### config.mk
export PLATFORM = sky130hd
export DESIGN_NAME = cpu_sequencer
export DESIGN_NICKNAME = d
export VERILOG_FILES = /design/src/rtl/cpu_sequencer.sv
export SDC_FILE = /design/constraint.sdc
export NUM_CORES = 1
export LEC_CHECK = 0
export BUFFER_PORTS_ARGS = -buffer_cell sky130_fd_sc_hd__buf_4
export CAP_MARGIN = 20
export CORE_ASPECT_RATIO = 0.75
export CORE_MARGIN = 2
export CORE_UTILIZATION = 29
export CTS_BUF_LIST = sky130_fd_sc_hd__clkbuf_16
export DETAILED_ROUTE_END_ITERATION = 6
export SKIP_CTS_REPAIR_TIMING = 1
export SLEW_MARGIN = 20
export SYNTH_ARGS = -nofsm -noshare
export SYNTH_HDL_FRONTEND = slang
export SYNTH_SLANG_ARGS = --single-unit
### constraint.sdc
create_clock -name i_clk -period 7.2 [get_ports i_clk]
set_clock_uncertainty 0.1 [all_clocks]
set_input_delay 0.36 -clock i_clk [delete_from_list [all_inputs] [get_ports i_clk]]
set_output_delay 0.36 -clock i_clk [all_outputs]
set_load 0.005 [all_outputs]
### src/rtl/cpu_sequencer.sv
// ---------------------------------------------------------------------------
// cpu_sequencer
//
// Host-side controller for the FRANK6000 CPU core. It receives a program as
// a byte stream over a valid/ready handshake and packs each pair of bytes
// (big-endian) into one 16-bit instruction word. Each word is written to the
// next location of the CPU instruction memory. The sequencer then pulses the
// CPU reset for one cycle and runs the CPU. The run ends when the CPU raises
// its halt-loop flag or when the cycle budget runs out.
//
// Ports
//   i_clk           clock, rising edge only
//   i_rst           asynchronous active-high reset
//   i_start         begin a load-and-run sequence (honoured in IDLE / DONE)
//   i_abort         force IDLE from any state (beats i_start)
//   i_length        number of words to load, 0..256 (0 = rerun memory as is)
//   i_max_cycles    run budget in cycles, 0 = no timeout
//   i_byte          program byte
//   i_byte_valid    i_byte is valid
//   o_byte_ready    sequencer can take a byte this cycle
//   i_loopf         CPU halt-loop flag
//   o_instr_addr    instruction memory write address
//   o_instr         instruction memory write data
//   o_we            instruction memory write enable (one cycle per word)
//   o_ON            CPU run enable
//   o_cpu_rst       CPU reset pulse
//   o_busy          high in every state except IDLE and DONE
//   o_done          run ended on i_loopf (sticky until start / abort)
//   o_timeout       run ended on the budget (sticky until start / abort)
//   o_cycles        number of RUN cycles elapsed
//
// Every output is a register. Each output is set on the transition into the
// state that needs it.
// ---------------------------------------------------------------------------
module cpu_sequencer #(
    parameter int ADDR_WIDTH = 8,
    parameter int DATA_WIDTH = 16,
    parameter int CNT_WIDTH  = 16
) (
    input  logic                  i_clk,
    input  logic                  i_rst,
    input  logic                  i_start,
    input  logic                  i_abort,
    input  logic [ADDR_WIDTH:0]   i_length,
    input  logic [CNT_WIDTH-1:0]  i_max_cycles,
    input  logic [7:0]            i_byte,
    input  logic                  i_byte_valid,
    output logic                  o_byte_ready,
    input  logic                  i_loopf,
    output logic [ADDR_WIDTH-1:0] o_instr_addr,
    output logic [DATA_WIDTH-1:0] o_instr,
    output logic                  o_we,
    output logic                  o_ON,
    output logic                  o_cpu_rst,
    output logic                  o_busy,
    output logic                  o_done,
    output logic                  o_timeout,
    output logic [CNT_WIDTH-1:0]  o_cycles
);

    typedef enum logic [2:0] {
        IDLE,
        LOAD_HI,
        LOAD_LO,
        WRITE,
        CLEAR,
        RUN,
        DONE
    } state_t;

    state_t                state;
    logic [ADDR_WIDTH:0]   length_q;
    logic [CNT_WIDTH-1:0]  budget_q;
    logic [ADDR_WIDTH-1:0] wr_ptr;
    logic [ADDR_WIDTH:0]   words_written;

    logic [ADDR_WIDTH:0]   words_next;
    logic [CNT_WIDTH-1:0]  cycles_inc;
    logic [CNT_WIDTH-1:0]  cycles_next;
    logic                  budget_hit;
    logic                  loop_seen;

    // The word count has one bit more than the pointer. A 256-word load
    // therefore ends correctly even though the pointer wraps to 0 after the
    // last write. The run counter saturates, so an unlimited run (budget 0)
    // never wraps back to zero. A loopf seen in the first RUN cycle is
    // discarded: that cycle is the fetch-settle cycle after the CPU reset.
    always_comb begin
        words_next  = words_written + (ADDR_WIDTH+1)'(1);
        cycles_inc  = o_cycles + CNT_WIDTH'(1);
        cycles_next = (o_cycles == '1) ? o_cycles : cycles_inc;
        budget_hit  = (budget_q != '0) && (cycles_inc == budget_q);
        loop_seen   = i_loopf && (o_cycles != '0);
    end

    // Main sequencer. Abort has priority over everything except the
    // asynchronous reset. Abort clears all outputs so the host sees a quiet
    // interface, but memory contents already written are left alone.
    always_ff @(posedge i_clk or posedge i_rst) begin
        if (i_rst) begin
            state         <= IDLE;
            length_q      <= '0;
            budget_q      <= '0;
            wr_ptr        <= '0;
            words_written <= '0;
            o_byte_ready  <= 1'b0;
            o_instr_addr  <= '0;
            o_instr       <= '0;
            o_we          <= 1'b0;
            o_ON          <= 1'b0;
            o_cpu_rst     <= 1'b0;
            o_busy        <= 1'b0;
            o_done        <= 1'b0;
            o_timeout     <= 1'b0;
            o_cycles      <= '0;
        end else if (i_abort) begin
            state         <= IDLE;
            wr_ptr        <= '0;
            words_written <= '0;
            o_byte_ready  <= 1'b0;
            o_instr_addr  <= '0;
            o_instr       <= '0;
            o_we          <= 1'b0;
            o_ON          <= 1'b0;
            o_cpu_rst     <= 1'b0;
            o_busy        <= 1'b0;
            o_done        <= 1'b0;
            o_timeout     <= 1'b0;
            o_cycles      <= '0;
        end else begin
            case (state)
                IDLE, DONE: begin
                    if (i_start) begin
                        length_q      <= i_length;
                        budget_q      <= i_max_cycles;
                        wr_ptr        <= '0;
                        words_written <= '0;
                        o_done        <= 1'b0;
                        o_timeout     <= 1'b0;
                        o_cycles      <= '0;
                        o_busy        <= 1'b1;
                        if (i_length == '0) begin
                            // Nothing to load: rerun what is already in memory.
                            state        <= CLEAR;
                            o_cpu_rst    <= 1'b1;
                            o_byte_ready <= 1'b0;
                        end else begin
                            state        <= LOAD_HI;
                            o_byte_ready <= 1'b1;
                        end
                    end
                end

                LOAD_HI: begin
                    if (i_byte_valid) begin
                        o_instr[15:8] <= i_byte;
                        state         <= LOAD_LO;
                    end
                end

                LOAD_LO: begin
                    if (i_byte_valid) begin
                        o_instr[7:0] <= i_byte;
                        o_byte_ready <= 1'b0;
                        o_we         <= 1'b1;
                        o_instr_addr <= wr_ptr;
                        state        <= WRITE;
                    end
                end

                WRITE: begin
                    o_we          <= 1'b0;
                    wr_ptr        <= wr_ptr + ADDR_WIDTH'(1);
                    words_written <= words_next;
                    if (words_next == length_q) begin
                        state     <= CLEAR;
                        o_cpu_rst <= 1'b1;
                    end else begin
                        state        <= LOAD_HI;
                        o_byte_ready <= 1'b1;
                    end
                end

                CLEAR: begin
                    o_cpu_rst <= 1'b0;
                    o_ON      <= 1'b1;
                    state     <= RUN;
                end

                RUN: begin
                    // The last run cycle is counted too, so o_cycles ends
                    // up equal to the number of cycles o_ON was high.
                    // If loopf and the budget end the run together, the
                    // loopf (done) result is the one reported.
                    o_cycles <= cycles_next;
                    if (loop_seen) begin
                        o_done <= 1'b1;
                        o_ON   <= 1'b0;
                        o_busy <= 1'b0;
                        state  <= DONE;
                    end else if (budget_hit) begin
                        o_timeout <= 1'b1;
                        o_ON      <= 1'b0;
                        o_busy    <= 1'b0;
                        state     <= DONE;
                    end
                end

                default: begin
                    state        <= IDLE;
                    o_byte_ready <= 1'b0;
                    o_we         <= 1'b0;
                    o_ON         <= 1'b0;
                    o_cpu_rst    <= 1'b0;
                    o_busy       <= 1'b0;
                end
            endcase
        end
    end

endmodule

==> metrics.md, run 1 <==
| Metric | Value |
|---|---|
| Worst Hold Slack | around 140 ps |
| Drt first pass iters | 5 |
| RSZ-0062 raised after global routing | no |
| Crit-path cells | inv_1, nor2_1, nor4b_1, nor2b_4, mux2_2 |
| Dominant cell type by area after synthesis | dfrtp_1 |
| Avg Cell Area, Syn | approximately 9.3 um^2 |
| CTS max path bufs | 2 |
| Die area | around 18000 um^2 |
| GR Util All Layers | between 10% and 20% |
| Post-Syn Area | between 4000 and 5000 um^2 |
| Vias per cell | approximately 5.2 |
| PD cells | ~270 nW/um^2 |
| Filler Cells Inserted | around 1.7k |
| First-pass GRT wire length | 22.0 mm |
| Ys Warns | 0 |
| Cell count after synthesis | 534 |
| Mapped Nets | 577 |
| Synth top area share | around 46% |
| Vias | 4308 |
| Slew headroom | between 30% and 40% |
| Core ar. | approximately 17000 um^2 |
| Final min period | 3130 ps |
| Synth cell types | 61 |
| Multi-input gate area | roughly 2500 um^2 |
| Final WL | 13.3 mm |
| Critical path endpoint category | flip-flop |
| Max Freq | around 320 MHz |
| Fraction of layout cells with a size suffix above 1 | a little under a quarter |
| Peak supply drop | about 0.12 mV |
| Worst EP arrival | between 3000 and 4000 ps |
| Routed len/inst | approximately 16 um |
| # rows | between 40 and 50 |
| GRT Residual Overflow | 0 |
| Critical path's slowest cell | nor4b_1 |
| Largest net degree at the start of global routing | 76 |
| Post-DRT Antenna Nets | 0 |
| Final setup fails | 0 |
| Type of the worst setup path | reg -> reg |
| Starting density of the core | between 20 and 30% |
| Initial antenna violation count | 0 |
| Die height | 117 um |
| Ys async rst share | 100% |
| Maximum single-stage delay on the critical path | ~780 ps |
| R2r setup slk | around 4100 ps |
| Vias in the first global route | roughly 4.2k |
| Startpoint types | flip-flop |
| Die W | 155 um |
| Clock slew at reported path FFs | around 60 ps |
| CTS root buf | clkbuf_16 |
| Sequential fraction of the synthesis area | between 40% and 50% |
| Period utilization | a little over two fifths |
| Port Buffers | 85 |
| HP Class | in -> reg |
| Worst Tran Pin Value | 995 ps |
| Top_reg_cell synth | dfrtp_1 |
| Status | finished clean |
| Register bit count reported by yosys | between 90 and 100 |
| IO Pins | between 80 and 90 |
| Slew Viols, Final | 0 |
| Post-DP HPWL | approximately 9.4 mm |
| CTS H-tree lvls | 3 |
| Fin. Hold Viols | 0 |
| EDFF count, synth | 0 |
| CTS tree | done |
| Initial DRC Count | 387 |
| Area contributors post-synth | dfrtp_1 (46%), nand2_1 (6.0%), mux2_2 (5.7%) |
| Required @ worst endpoint | 7330 ps |
| Clk_lat worst skew | between 300 and 400 ps |
| Reg area | about 2300 um^2 |
| Setup TNS | 0 ps |
| Number of buffers created by CTS | 9 |
| Residual DRC count | 0 |
| Placer Congestion | 0.864 |
| CP max FO | 25 |
| CTS sink cnt | ~90 |
| Max Cap Viol | 0 |
| Leak pwr | 2.56 nW |
| Layout area overhead | 22.1% |
| NumNets Final | 646 |
| Ant. Diodes | 0 |
==> cell families after synthesis <==
kind of cell | share of synthesized area [%]
AND/OR/NAND/NOR | 20.2
multiplexers | 5.67
adder cells (fa/ha/maj) | 1.21
XOR/XNOR | 6.32
flip-flops | 46.3
buffers and inverters | 3.58
AO/OA/AOI/OAI | 16.7
==> Yosys cell counts, drive strengths merged (2+ instances only) <==
cell	number
dfrtp	92
nand2	80
o21ai	46
a21oi	37
nor2	37
mux2	25
xnor2	24
buf	16
clkbuf	15
nand3	12
nor3	12
and3	11
nand4	11
xor2	11
inv	10
o31ai	10
nor4	9
and4	7
or3	7
o311ai	6
a31oi	5
a211oi	4
and2	4
ha	4
nor2b	4
a22o	3
o21a	3
a211o	2
a221oi	2
nand2b	2
nor3b	2
nor4b	2
o22ai	2
==> cells in the final DEF, fill, tap and decap left out, types with 11 or more instances in the layout <==
| master | n |
|---|---|
| a21oi_1 | 37 |
| xnor2_1 | 23 |
| o21ai_0 | 41 |
| nand3_1 | 12 |
| dfrtp_1 | 92 |
| buf_4 | 88 |
| xor2_1 | 11 |
| nand2_1 | 79 |
| nand4_1 | 11 |
| nor2_1 | 37 |
| mux2_2 | 25 |
==> metal layers <==
layer / GRT usage [%] / wire length, um / up-vias
li1: - / - / 2064
met1: 21.0 / 6380 / 2112
met2: 22.9 / 6000 / 119
met3: 4.10 / 756 / 13
met4: 3.76 / 143 / 0
met5: 0 / 0 / -
==> per-stage QoR <==
stage | cells | utilization (%) | total power, mW | setup slack (ps) | cell area (um^2)
after global placement | 806 | 34.3 | 1.18 | 4130 | 5760
after global routing | 822 | 36.2 | 1.77 | 3800 | 6070
after CTS | 821 | 36.1 | 1.68 | 3780 | 6050
after detailed placement | 806 | 34.3 | 1.20 | 3810 | 5760
final | 822 | 36.2 | 1.67 | 4070 | 6070
after floorplan | 534 | - | 1.06 | 4350 | 4970
==> state kept, by name, indices dropped and copies added (netlist names) <==
signal,cells
wr_ptr,8
o_instr,16
o_cpu_rst,1
o_timeout,1
budget_q,16
o_instr_addr,8
o_cycles,16
o_we,1
o_done,1
state,3
o_busy,1
o_ON,1
o_byte_ready,1
length_q,9
words_written,9
==> final cells by class <==
class	count	area share (%)
multi-input combinational	401	41.1
sequential	92	37.9
timing repair buffer	89	11.1
tap	215	4.43
clock buffer	9	3.71
clock inverter	6	1.09
inverter	10	0.639
==> worst max-delay path: cells and delay by family, from the launching register on <==
kind                   cells  cell delay, ps
muxes                      1             410
and+or+nand+nor            3            1650
DFF                        1             590
buffers and inverters      1             250
==> report_power, final <==
part / total [mW] / internal [mW] / switching (mW)
combinational: 0.459 / 0.233 / 0.227
clock: 0.474 / 0.268 / 0.206
sequential: 0.733 / 0.613 / 0.121
==> final timing paths <==
kind	start	to	cells past startpoint
max reg2reg	state[2]	budget_q[6]	5
max in group asynchronous	i_rst	wr_ptr[4]	4
max	state[2]	budget_q[6]	5
min	i_max_cycles[10]	budget_q[10]	2
min in group asynchronous	i_rst	budget_q[8]	3
min reg2reg	o_timeout	o_timeout	2
(Power assumes the default switching activity.)
==> inputs of run 2 (changes only) <==
==> constraint.sdc (replaced) <==
create_clock -name i_clk -period 2.8 [get_ports i_clk]
set_clock_uncertainty 0.1 [all_clocks]
set_input_delay 0.14 -clock i_clk [delete_from_list [all_inputs] [get_ports i_clk]]
set_output_delay 0.14 -clock i_clk [all_outputs]
set_load 0.005 [all_outputs]
==> run 2 against run 1 <==
Largest cell class unchanged; worst setup slack got worse by 3900 ps; hold slack got worse by 4.4 ps; highest routed layer unchanged; critical path type unchanged; clock power increased by 140%; final cell count increased by 5.8%; combinational power increased to 2.9 times the previous value; die area unchanged; count of clock-buffer cells in the layout unchanged.
==> metrics.md, run 2 (synthesis gave the netlist of run 1 again) <==
| Metric | Value |
|---|---|
| Placer Congestion | 0.840 (-2.8%) |
| Number of buffers created by CTS | 9 (unchanged) |
| Max Freq | 382 MHz (+20%) |
| Die W | 155 um (unchanged) |
| Die height | 117 um (unchanged) |
| Largest net degree at the start of global routing | 93 (+22%) |
| Net Sw Power | 1.46 mW (+160%) |
| Post-DP HPWL | 9.52 mm (+1.5%) |
| Type of the worst setup path | reg -> reg |
| Hold Crit Depth | 2 (unchanged) |
| Vias in the first global route | 4257 (+1.9%) |
| CP max FO | 6 (-76%) |
| Initial antenna violation count | 0 (unchanged) |
| Top Registers | budget_q x16, o_cycles x16, o_instr x16 |
| Port Buffers | 85 (unchanged) |
| Commonest non-fill, non-tap cells in the layout | buf_4 (100), dfrtp_1 (92), nand2_1 (79), o21ai_0 (41) |
| Filler Cells Inserted | 1636 (-2.6%) |
| Slew Viols, Final | 0 (unchanged) |
| Setup TNS | 0 ps (unchanged) |
| Final WL | 13.5 mm (+1.8%) |
| Fin. Hold Viols | 0 (unchanged) |
| Required @ worst endpoint | 2940 ps (-4390 ps) |
| Clock power frac | 26.5% (-1.9 points) |
| Final min period | 2620 ps (-512 ps) |
| Starting density of the core | 29.6% (unchanged) |
| Clock slew at reported path FFs | 70 ps (about the same) |
| NumNets Final | 693 (+7.3%) |
| Startpoint types | flip-flop |
| IO Pins | 86 (unchanged) |
| Final setup fails | 0 (unchanged) |
| Post-DRT Antenna Nets | 0 (unchanged) |
| Clk_lat worst skew | 350 ps (about the same) |
| Routed len/inst | 15.5 um (-3.8%) |
| Hold path start | i_abort |
| Origin of the critical flop-to-flop path | words_written[0] |
| Critical path endpoint category | flip-flop |
| HP Class | in -> reg |
| Hold Path End | o_instr[4] |
| Final Power | 4.33 mW (+160%) |
| RSZ-0062 raised after global routing | no |
| Worst Tran Pin Value | 637 ps (-358 ps) |
| First-pass GRT wire length | 21.9 mm (-0.66%) |
| Layout area overhead | 31.1% |
| Worst Reg2Reg Path Length in Cells | 8 (+3) |
| Ant. Diodes | 0 (unchanged) |
| Vias | 4456 (+3.4%) |
| Slew headroom | 57.5% (+24 points) |
| Leading cell type in the layout, fill and taps excluded | buf_4 |
| Sequential fraction of design power | 42.2% (-1.8 points) |
| R2r setup slk | 180 ps (-3890 ps) |
| Switching fraction of total power | 33.6% (+0.43 points) |
| Status | finished clean |
| Peak supply drop | 0.305 mV (+150%) |
| Drt first pass iters | 6 (+1) |
| CTS H-tree lvls | 3 (unchanged) |
| Leak pwr | 2.77 nW (+8.2%) |
| Core ar. | 16800 um^2 (unchanged) |
| Vias per cell | 5.12 (-2.3%) |
| Initial DRC Count | 319 (-18%) |
| CTS root buf | clkbuf_16 |
| CTS sink cnt | 92 (unchanged) |
| CTS max path bufs | 2 (unchanged) |
| Die area | 18200 um^2 (unchanged) |
| GRT Residual Overflow | 0 (unchanged) |
| Pint | 2.87 mW (+160%) |
| Fraction of layout cells with a size suffix above 1 | 23.8% (+0.92 points) |
| Logic pwr share | 31.3% (+3.7 points) |
| PD cells | 664 nW/um^2 (+140%) |
| Worst EP arrival | 2750 ps (-510 ps) |
| GR Util All Layers | 14.8% (-0.20 points) |
| # rows | 41 (unchanged) |
| Max Cap Viol | 0 (unchanged) |
| CTS tree | done |
| Period utilization | 93.5% (+50 points) |
| Residual DRC count | 0 (unchanged) |
| Worst r2r dst | o_byte_ready |
[run 2: final cells by class]
type	instances	area, um^2	area share, %
tap	215	269	4.13
clock buffer	9	225	3.46
timing repair buffer	136	1130	17.4
multi-input combinational	401	2490	38.3
inverter	10	38.8	0.596
clock inverter	7	52.6	0.807
sequential	92	2300	35.4
[run 2: metal layers]
layer	global-route usage (%)	wire, um
met1	20.7	6290
met4	3.82	86
met5	0	0
met3	3.51	793
met2	23.0	6350
[run 2: worst max-delay path by stage]
stage | startpoint | end | slack [ps] | depth (start not counted)
after floorplan | i_rst | budget_q[0] | 170 | 1
after global placement | o_cycles[1] | o_cycles[15] | 190 | 8
after detailed placement | o_cycles[1] | o_cycles[4] | 120 | 8
after CTS | o_cycles[1] | o_cycles[4] | 100 | 8
after global routing | o_cycles[1] | o_busy | 40 | 8
final | words_written[0] | o_byte_ready | 180 | 8
[run 2: power by group through the flow]
| stage | Combinational (mW) | Sequential [mW] | Clock [mW] |
|---|---|---|---|
| finish | 1.35 | 1.83 | 1.15 |
| floorplan | 0.948 | 1.77 | 0 |
| global placement | 1.29 | 1.85 | 0 |
| detailed placement | 1.31 | 1.86 | 0 |
| CTS | 1.32 | 1.83 | 1.18 |
| global route | 1.49 | 1.87 | 1.24 |
[run 2: worst max-delay path, stage by stage (launching register included)]
cell and delay [ps]:
dfrtp_1 440, ha_1 280, and2_1 220, xnor2_1 150, o32a_1 280, or3_1 320, a211oi_2 390, a31oi_1 150
o21a_1 180
[run 2: metrics by stage]
| step | instance area [um^2] | utilization, % | hold WS, ps | worst slack, ps | std cells |
|---|---|---|---|---|---|
| floorplan | 4970 | - | 171 | 168 | 534 |
| global placement | 5890 | 35.1 | 198 | 194 | 820 |
| detailed placement | 5890 | 35.1 | 204 | 122 | 820 |
| CTS | 6170 | 36.8 | -164 | 96.2 | 836 |
| global route | 6510 | 38.8 | 175 | 38.1 | 870 |
| finish | 6510 | 38.8 | 140 | 182 | 870 |
==> inputs of run 3 (changes only) <==
--- a/config.mk
+++ b/config.mk
@@ -12,6 +12,7 @@
 export CORE_UTILIZATION = 29
 export CTS_BUF_LIST = sky130_fd_sc_hd__clkbuf_16
 export DETAILED_ROUTE_END_ITERATION = 6
+export RECOVER_POWER = 100
 export SKIP_CTS_REPAIR_TIMING = 1
 export SLEW_MARGIN = 20
 export SYNTH_ARGS = -nofsm -noshare
==> run 3 against run 2 <==
Non-clock buffer count unchanged; cell area down 1.4%; combinational power down 3%; die area unchanged; wire length down 0.61%; sequential cell count unchanged; sequential share of layout area up 0.52 points; core utilization down 0.56 points; sequential power about the same; critical endpoint is now o_busy; largest cell class unchanged; highest routed layer unchanged.
==> metrics.md, run 3 (synthesis gave the netlist of run 1 again) <==
| Metric | Value |
|---|---|
| Status | finished clean |
| NumNets Final | 693 (unchanged) |
| Hold Path End | o_instr[4] |
| Port Buffers | 85 (unchanged) |
| Clk_lat worst skew | 350 ps (about the same) |
| Commonest non-fill, non-tap cells in the layout | dfrtp_1 (92), nand2_1 (79), buf_4 (49), o21ai_0 (46) |
| Filler Cells Inserted | 1660 (+1.5%) |
| Vias | 4474 (+0.40%) |
| Multi-input gate area | 2480 um^2 (-0.45%) |
| Largest net degree at the start of global routing | 93 (unchanged) |
| Initial DRC Count | 340 (+6.6%) |
| Post-DP HPWL | 9.52 mm (unchanged) |
| Setup TNS | 0 ps (unchanged) |
| Startpoint types | flip-flop |
| Worst EP arrival | 2740 ps (about the same) |
| Final Non-Filler Cells | 870 (unchanged) |
| Slew Viols, Final | 0 (unchanged) |
| CP max FO | 7 (+1) |
| Max Freq | 380 MHz (-0.64%) |
| CTS H-tree lvls | 3 (unchanged) |
| Clock slew at reported path FFs | 70 ps (about the same) |
| Worst Reg2Reg Path Length in Cells | 8 (unchanged) |
| Fin. Hold Viols | 0 (unchanged) |
| CTS tree | done |
| CTS max path bufs | 2 (unchanged) |
| Core ar. | 16800 um^2 (unchanged) |
| Leading cell type in the layout, fill and taps excluded | dfrtp_1 |
| IO Pins | 86 (unchanged) |
| Type of the worst setup path | reg -> reg |
| Die area | 18200 um^2 (unchanged) |
| Final min period | 2630 ps (+16.9 ps) |
| Hold path start | i_abort |
| Number of buffers created by CTS | 9 (unchanged) |
| GR Util All Layers | 14.8% (unchanged) |
| Fraction of layout cells with a size suffix above 1 | 21.4% (-2.4 points) |
| Final Power | 4.28 mW (-1.1%) |
| Origin of the critical flop-to-flop path | o_cycles[0] |
| Hold Crit Depth | 2 (unchanged) |
| Final WL | 13.4 mm (-0.61%) |
| Critical path endpoint category | flip-flop |
| First-pass GRT wire length | 21.9 mm (unchanged) |
| CTS sink cnt | 92 (unchanged) |
| Slew headroom | 17.4% (-40 points) |
| RSZ-0062 raised after global routing | no |
| Dpl cells | 820 (unchanged) |
| Placer Congestion | 0.840 (unchanged) |
| R2r setup slk | 170 ps (-20 ps) |
| Vias per cell | 5.14 (+0.40%) |
| Top Registers | budget_q x16, o_cycles x16, o_instr x16 |
| Leak pwr | 2.68 nW (-3.4%) |
| Die height | 117 um (unchanged) |
| Initial antenna violation count | 0 (unchanged) |
| Drt first pass iters | 5 (-1) |
| Reg area | 2300 um^2 (unchanged) |
| Final setup fails | 0 (unchanged) |
| Residual DRC count | 0 (unchanged) |
| PD cells | 667 nW/um^2 (+0.38%) |
| GRT Residual Overflow | 0 (unchanged) |
| Period utilization | 94.1% (+0.61 points) |
| Routed len/inst | 15.4 um (-0.61%) |
| Layout area overhead | 29.2% |
| HP Class | in -> reg |
| Peak supply drop | 0.305 mV (about the same) |
| Worst r2r dst | o_busy |
| # rows | 41 (unchanged) |
| Post-DRT Antenna Nets | 0 (unchanged) |
| Worst Tran Pin Value | 1240 ps (+602 ps) |
| Ant. Diodes | 0 (unchanged) |
| Required @ worst endpoint | 2910 ps (-30 ps) |
| Fin area | 6420 um^2 (-1.4%) |
| CTS root buf | clkbuf_16 |
| Post-DP Area | 5890 um^2 (unchanged) |
| Max Cap Viol | 0 (unchanged) |
| Starting density of the core | 29.6% (unchanged) |
| Vias in the first global route | 4257 (unchanged) |
| Die W | 155 um (unchanged) |
## run 3: worst max-delay path, cell delays in order, from the launching register on
cell and delay, ps:
dfrtp_1 350, clkbuf_1 290, and4_1 400, and4_1 290
xnor2_1 90, nor4_1 410, nand4_1 280, nand2_1 160
a311oi_1 110
## run 3: metal layers
metal | vias to the layer above | routed length, um | global-route usage, %
met5 | - | 0 | 0
met4 | 0 | 166 | 3.82
met3 | 20 | 800 | 3.51
met2 | 165 | 6210 | 23.0
met1 | 2133 | 6260 | 20.7
li1 | 2156 | - | -
## run 3: final cells by class
| class | instances | share of cell area, % |
|---|---|---|
| Clock buffer | 9 | 3.51 |
| Multi-Input combinational cell | 401 | 38.7 |
| Inverter | 10 | 0.604 |
| Sequential cell | 92 | 35.9 |
| Tap cell | 215 | 4.19 |
| Timing Repair Buffer | 136 | 16.3 |
| Clock inverter | 7 | 0.819 |
## run 3: where the power goes
| group | switching, mW | internal (mW) |
|---|---|---|
| Clock | 0.540 | 0.607 |
| Combinational | 0.657 | 0.651 |
| Sequential | 0.250 | 1.58 |
## run 3: how the worst max path moves through the flow
stage                      from      endpoint  slack [ps]  depth (start not counted)
CTS                 o_cycles[1]   o_cycles[4]         100                          8
global route        o_cycles[0]        o_busy          30                          8
finish              o_cycles[0]        o_busy         170                          8
global placement    o_cycles[1]  o_cycles[15]         190                          8
detailed placement  o_cycles[1]   o_cycles[4]         120                          8
floorplan                 i_rst   budget_q[0]         170                          1
## run 3: stage by stage
| stage | hold WS, ps | utilization, % | setup WS (ps) |
|---|---|---|---|
| after global placement | 198 | 35.1 | 194 |
| after detailed placement | 204 | 35.1 | 122 |
| after floorplan | 171 | - | 168 |
| after global routing | 169 | 38.3 | 30.1 |
| after CTS | -164 | 36.8 | 96.2 |
| final | 133 | 38.3 | 166 |
